`src/rtl/axi_addr_arb3.sv`:
```
// Three-port AXI address-channel arbiter with a registered downstream slot.
// Optional per-port grant counters are enabled by defining ARB_GRANT_CNT_EN.
module axi_addr_arb3 #(
    parameter int unsigned PLD_W = 64,
    parameter int unsigned CNT_W = 17
) (
    input  logic              clk,
    input  logic              rst_n,
    input  logic              arb_en,
    input  logic [1:0]        arb_mode,
    input  logic [15:0]       weight_setting0,
    input  logic [15:0]       weight_setting1,
    input  logic [15:0]       weight_setting2,
    input  logic              s0_valid,
    input  logic [PLD_W-1:0]  s0_pld,
    output logic              s0_ready,
    input  logic              s1_valid,
    input  logic [PLD_W-1:0]  s1_pld,
    output logic              s1_ready,
    input  logic              s2_valid,
    input  logic [PLD_W-1:0]  s2_pld,
    output logic              s2_ready,
    output logic              m_valid,
    output logic [PLD_W-1:0]  m_pld,
    output logic [1:0]        m_port,
    input  logic              m_ready
`ifdef ARB_GRANT_CNT_EN
    ,
    output logic [31:0]       grant_cnt0,
    output logic [31:0]       grant_cnt1,
    output logic [31:0]       grant_cnt2
`endif
);

    typedef enum logic [1:0] {
        MODE_FIXED     = 2'd0,
        MODE_RR        = 2'd1,
        MODE_WRR       = 2'd2,
        MODE_FIXED_ALT = 2'd3
    } arb_mode_e;

    arb_mode_e          mode;
    logic [2:0]         req;
    logic               slot_free;
    logic               win_valid;
    logic [1:0]         win_idx;
    logic               grant;
    logic [PLD_W-1:0]   win_pld;
    logic [CNT_W-1:0]   limit;
    logic [15:0]        last_weight;
    logic [2:0]         last_onehot;

    logic               m_valid_q, m_valid_d;
    logic [PLD_W-1:0]   m_pld_q, m_pld_d;
    logic [1:0]         m_port_q, m_port_d;
    logic [1:0]         rr_ptr_q, rr_ptr_d;
    logic [1:0]         last_win_q, last_win_d;
    logic [CNT_W-1:0]   cons_cnt_q, cons_cnt_d;

    function automatic logic [1:0] next_port(input logic [1:0] p);
        return (p == 2'd2) ? 2'd0 : p + 2'd1;
    endfunction

    // First requester found when walking the ports cyclically from 'start'.
    function automatic logic [1:0] rr_pick(input logic [1:0] start, input logic [2:0] r);
        logic [1:0] c0, c1, c2;
        c0 = start;
        c1 = next_port(c0);
        c2 = next_port(c1);
        if (r[c0])      return c0;
        else if (r[c1]) return c1;
        else            return c2;
    endfunction

    assign mode      = arb_mode_e'(arb_mode);
    assign req       = {s2_valid, s1_valid, s0_valid};
    assign slot_free = !m_valid_q || m_ready;

    always_comb begin
        last_weight = weight_setting0;
        last_onehot = 3'b001;
        case (last_win_q)
            2'd1:    begin last_weight = weight_setting1; last_onehot = 3'b010; end
            2'd2:    begin last_weight = weight_setting2; last_onehot = 3'b100; end
            default: begin last_weight = weight_setting0; last_onehot = 3'b001; end
        endcase
        limit = {{(CNT_W-16){1'b0}}, last_weight} + CNT_W'(1);
    end

    always_comb begin
        win_valid = 1'b0;
        win_idx   = 2'd0;
        if (!arb_en) begin
            win_valid = req[0];
            win_idx   = 2'd0;
        end else begin
            win_valid = |req;
            case (mode)
                MODE_RR: win_idx = rr_pick(next_port(rr_ptr_q), req);
                MODE_WRR: begin
                    // Sole requester keeps winning even once its burst limit is used up.
                    if (req[last_win_q] &&
                        ((cons_cnt_q < limit) || ((req & ~last_onehot) == 3'b000)))
                        win_idx = last_win_q;
                    else
                        win_idx = rr_pick(next_port(last_win_q), req);
                end
                default: begin
                    if (req[0])      win_idx = 2'd0;
                    else if (req[1]) win_idx = 2'd1;
                    else             win_idx = 2'd2;
                end
            endcase
        end
    end

    assign grant    = rst_n && slot_free && win_valid;
    assign s0_ready = grant && (win_idx == 2'd0);
    assign s1_ready = grant && (win_idx == 2'd1);
    assign s2_ready = grant && (win_idx == 2'd2);

    always_comb begin
        case (win_idx)
            2'd1:    win_pld = s1_pld;
            2'd2:    win_pld = s2_pld;
            default: win_pld = s0_pld;
        endcase
    end

    always_comb begin
        m_valid_d  = m_valid_q;
        m_pld_d    = m_pld_q;
        m_port_d   = m_port_q;
        rr_ptr_d   = rr_ptr_q;
        last_win_d = last_win_q;
        cons_cnt_d = cons_cnt_q;
        if (grant) begin
            m_valid_d = 1'b1;
            m_pld_d   = win_pld;
            m_port_d  = win_idx;
            rr_ptr_d  = win_idx;
            if (win_idx == last_win_q) begin
                if (cons_cnt_q != '1)
                    cons_cnt_d = cons_cnt_q + CNT_W'(1);
            end else begin
                cons_cnt_d = CNT_W'(1);
                last_win_d = win_idx;
            end
        end else if (m_ready) begin
            m_valid_d = 1'b0;
        end
    end

    always_ff @(posedge clk) begin
        if (!rst_n) begin
            m_valid_q  <= 1'b0;
            m_pld_q    <= '0;
            m_port_q   <= 2'd0;
            rr_ptr_q   <= 2'd2;
            last_win_q <= 2'd0;
            cons_cnt_q <= '0;
        end else begin
            m_valid_q  <= m_valid_d;
            m_pld_q    <= m_pld_d;
            m_port_q   <= m_port_d;
            rr_ptr_q   <= rr_ptr_d;
            last_win_q <= last_win_d;
            cons_cnt_q <= cons_cnt_d;
        end
    end

    assign m_valid = m_valid_q;
    assign m_pld   = m_pld_q;
    assign m_port  = m_port_q;

`ifdef ARB_GRANT_CNT_EN
    logic [31:0] grant_cnt0_q, grant_cnt1_q, grant_cnt2_q;

    always_ff @(posedge clk) begin
        if (!rst_n) begin
            grant_cnt0_q <= '0;
            grant_cnt1_q <= '0;
            grant_cnt2_q <= '0;
        end else begin
            if (s0_ready) grant_cnt0_q <= grant_cnt0_q + 32'd1;
            if (s1_ready) grant_cnt1_q <= grant_cnt1_q + 32'd1;
            if (s2_ready) grant_cnt2_q <= grant_cnt2_q + 32'd1;
        end
    end

    assign grant_cnt0 = grant_cnt0_q;
    assign grant_cnt1 = grant_cnt1_q;
    assign grant_cnt2 = grant_cnt2_q;
`endif

endmodule

```
`config.mk`:
```
export PLATFORM = sky130hd
export DESIGN_NAME = axi_addr_arb3
export DESIGN_NICKNAME = d
export VERILOG_FILES = /design/src/rtl/axi_addr_arb3.sv
export SDC_FILE = /design/constraint.sdc
export NUM_CORES = 1
export LEC_CHECK = 0
export CELL_PAD_IN_SITES_DETAIL_PLACEMENT = 0
export CELL_PAD_IN_SITES_GLOBAL_PLACEMENT = 1
export CORE_ASPECT_RATIO = 0.5
export CORE_MARGIN = 3
export CORE_UTILIZATION = 30
export DETAILED_ROUTE_END_ITERATION = 16
export PLACE_DENSITY_LB_ADDON = 0.2
export REMOVE_ABC_BUFFERS = 1
export SKIP_LAST_GASP = 1
export SLEW_MARGIN = 30
export SYNTH_ARGS = -nofsm -noshare
export SYNTH_HDL_FRONTEND = slang
export SYNTH_SLANG_ARGS = --single-unit
```
`constraint.sdc`:
```
create_clock -name clk -period 14.4 [get_ports clk]
set_input_delay 2.88 -clock clk [delete_from_list [all_inputs] [get_ports clk]]
set_output_delay 2.88 -clock clk [all_outputs]
set_load 0.03 [all_outputs]
```
==> results.sh <==
export IMPL_required_ns=11.52
export IMPL_synthXorXnorAreaFrac_pct=2.02
export IMPL_grt_pass1_wl_mm=35.9
export IMPL_finalMaxSlewViolations=0
export IMPL_yosys_area_share_simple_pct=21.9
export IMPL_yosysWarningCount=0
export IMPL_rsz0062_at_grt="no"
export IMPL_worstSkewPairLatency_ns=0.33
export IMPL_synth_cells_most_frequent="nand2_1 (155), a21oi_1 (87), dfxtp_1 (87)"
export IMPL_fin_crit_sh_pct=82.0
export IMPL_ys_seq_area_share_pct=28.7
export IMPL_yosysMostFrequentCell="nand2_1"
export IMPL_post_drt_wl_per_cell_um=16.7
export IMPL_r2r_cells=23
export IMPL_fmax_mhz=84.6
export IMPL_cts_inserted_buffers=9
export IMPL_finalHoldViolCount=0
export IMPL_clk_pin_slew_ns=0.07
export IMPL_arrival_ns=8.93
export IMPL_dr_pass1_iters=5
export IMPL_path_max_fanout=65
export IMPL_fin_nets=1360
export IMPL_synth_top_area_cell="dfxtp_1"
export IMPL_seq_area_um2=1740
export IMPL_status="finished, final reports clean"
export IMPL_endpoint="s2_ready"
export IMPL_grtUsageTotal_pct=19.5
export IMPL_grt_start_max_net_pins=86
export IMPL_power_uw=816
export IMPL_r2r_slack_ns=7.28
export IMPL_cts_resized=0
export IMPL_rows=36
export IMPL_instances_no_fill=1353
export IMPL_postCtsSetupBuffers=0
export IMPL_synth_area_um2=6070
export IMPL_syn_inst=815
export IMPL_grt_pass1_vias=6920
export IMPL_area_growth_pct=59.3
export IMPL_ir_worst_vdd_mv=0.0549
export IMPL_vias=6972
export IMPL_cts_root_buf="clkbuf_16"
export IMPL_synth_top_area_share_pct=28.7
export IMPL_cp_startpoint="weight_setting2[4]"
export IMPL_ys_ff_latch=87
export IMPL_grt_antenna_before_repair=0
export IMPL_worstMarginPinSlew_ns=0.922
export IMPL_drtIter0Drc=401
export IMPL_synth_area_mux_share_pct=1.65
export IMPL_start_util_pct=30.9
export IMPL_setup_viol_count_final=0
export IMPL_wirelength_mm=22.6
export IMPL_die_y_um=107
export IMPL_whs_ns=0.453
export IMPL_cts_buffer_depth=2
export IMPL_p_leak_nw=3.44
export IMPL_port_buffers=318
export IMPL_hold_class="flop to flop"
export IMPL_fill_cells=1972
export IMPL_end_kind="output pin"
export IMPL_synth_top_family_by_area="compound AO/OA/AOI/OAI gates"
export IMPL_vias_per_cell=5.15
export IMPL_r2r_start="last_win_q[1]"
export IMPL_tns_ns=0
export IMPL_min_period_ns=11.81
export IMPL_syn_avg_cell_area_um2=7.45
export IMPL_die_width_um=207
export IMPL_critPathLaunchType="input pin"
export IMPL_ant_nets=0
export IMPL_synthTopCellsByArea="dfxtp_1 (29%), nand2_1 (9.6%), a22oi_1 (9.0%)"
export IMPL_layout_drive_gt1_share_pct=3.96
export IMPL_cts_hold_buf=0
export IMPL_gp_congestion=0.811
export IMPL_max_cap_violations=0
export IMPL_yosys_most_used_dff="dfxtp_1"
export IMPL_critical_path_class="input pin to output pin"
export IMPL_overflow=0
export IMPL_reg2reg_to="m_pld[19]"
export IMPL_dpl_hpwl_mm=16.9
export IMPL_synth_edf_count=0
export IMPL_num_io_pins=319
export IMPL_relSlewSlack_pct=38.6
export IMPL_skew_ns=0.00923
export IMPL_core_area_um2=19600
export IMPL_die_area_um2=22100
export IMPL_power_density_nw_per_um2=84.3
export IMPL_diodes=0
export IMPL_cts_sinks=87
export IMPL_multiInputGateArea_um2=3980
export IMPL_drc=0
export IMPL_dp_cells=1337
export IMPL_synthArstFlopShare_pct=0
export IMPL_h_tree_depth=3
export IMPL_cts_tree="done"
export IMPL_synth_adder_area_share_pct=5.98
export IMPL_yosysUniqueCellTypes=57
export IMPL_synth_compound_area_share_pct=33.6
-- sequential cells by signal (all words and copies together), names as in the netlist --
name        count
cons_cnt_q     17
last_win_q      2
m_pld          64
m_port          2
m_valid         1
rr_ptr_q        1
-- where the power goes --
part | switching, mW | leakage [nW] | total, mW | internal, mW
Sequential | 0.0101 | 0.711 | 0.268 | 0.258
Clock | 0.102 | 0.154 | 0.244 | 0.142
Combinational | 0.162 | 2.57 | 0.304 | 0.142
-- critical path: stages --
cell             delay, ns
clkdlybuf4s50_1       0.46
a22oi_1               0.11
a21oi_2               0.30
nor2b_1               0.22
nand4_1               0.16
or3_1                 0.43
nor3_1                0.32
nand2_1               0.15
or3_1                 0.40
ha_1                  0.31
nand4_1               0.11
nor3_1                0.29
inv_1                 0.09
o2111ai_2             0.33
a21oi_1               0.11
or3_1                 0.33
and2_1                0.23
inv_1                 0.08
ha_2                  0.15
buf_4                 0.54
and2_1                0.22
clkdlybuf4s50_1       0.67
-- final cells by class --
type                    count  share of cell area [%]
clock buffers              10                    2.47
repair buffers            325                    33.4
multi-input cells         640                    41.1
well taps                 266                    3.44
clock inverters             6                   0.763
inverters                  19                   0.737
flip-flops and latches     87                    18.0
-- how the worst min path moves through the flow --
stage | from | end | slack [ns] | cells after the start
2_1_floorplan | rr_ptr_q[1] | rr_ptr_q[1] | 0.45 | 2
3_3_place_gp | m_pld[27] | m_pld[27] | 0.44 | 2
3_5_place_dp | m_pld[44] | m_pld[44] | 0.45 | 2
4_1_cts | m_pld[33] | m_pld[33] | 0.46 | 2
5_1_grt | m_pld[23] | m_pld[23] | 0.47 | 2
6_report | m_pld[50] | m_pld[50] | 0.45 | 2
-- kinds of logic (layout without fill, tap and decap cells) --
| logic type | after synthesis | count (layout) |
|---|---|---|
| DFF | 87 | 87 |
| xor gates and xnor gates | 14 | 14 |
| adders and majority gates | 29 | 29 |
| muxes | 10 | 10 |
| buffers and inverters | 88 | 360 |
| and+or+nand+nor | 293 | 293 |
| AOI/OAI and AO/OA | 294 | 294 |
-- placed cells by master (no fill, tap or decap), types with 4 or more instances in the layout --
| cell type | instances |
|---|---|
| clkdlybuf4s50_1 | 318 |
| nand2_1 | 155 |
| a21oi_1 | 87 |
| dfxtp_1 | 87 |
| a22oi_1 | 73 |
| o211ai_1 | 67 |
| nor2_1 | 39 |
| ha_1 | 26 |
| nor3_1 | 24 |
| inv_1 | 18 |
| nand3_1 | 13 |
| o21ai_0 | 10 |
| mux2i_1 | 10 |
| a211o_1 | 10 |
| nand4_1 | 9 |
| clkbuf_16 | 9 |
| a22o_1 | 8 |
| and3_1 | 8 |
| xnor2_1 | 8 |
| nor2b_1 | 7 |
| and2_1 | 7 |
| o31ai_1 | 7 |
| nor4_1 | 7 |
| buf_4 | 7 |
| xor2_1 | 6 |
| a32o_1 | 6 |
| or2_2 | 4 |
| or3_1 | 4 |
| a211oi_1 | 4 |
| inv_6 | 4 |
-- stage by stage --
stage	util [%]	setup slack, ns	instance area (µm²)
floorplan	-	3.62	5770
CTS	49.3	2.60	9670
global route	49.3	2.22	9670
finish	49.3	2.59	9670
global placement	47.7	2.84	9360
detailed placement	47.7	2.62	9360
-- layer usage --
layer / vias to the layer above / part of all wire (%) / GRT usage [%]
li1: 3544 / - / -
met1: 3227 / 43 / 23.6
met2: 181 / 50 / 35.3
met3: 20 / 6.0 / 5.47
met4: 0 / 1.0 / 3.34
met5: - / 0 / 0
(Power assumes the default switching activity.)
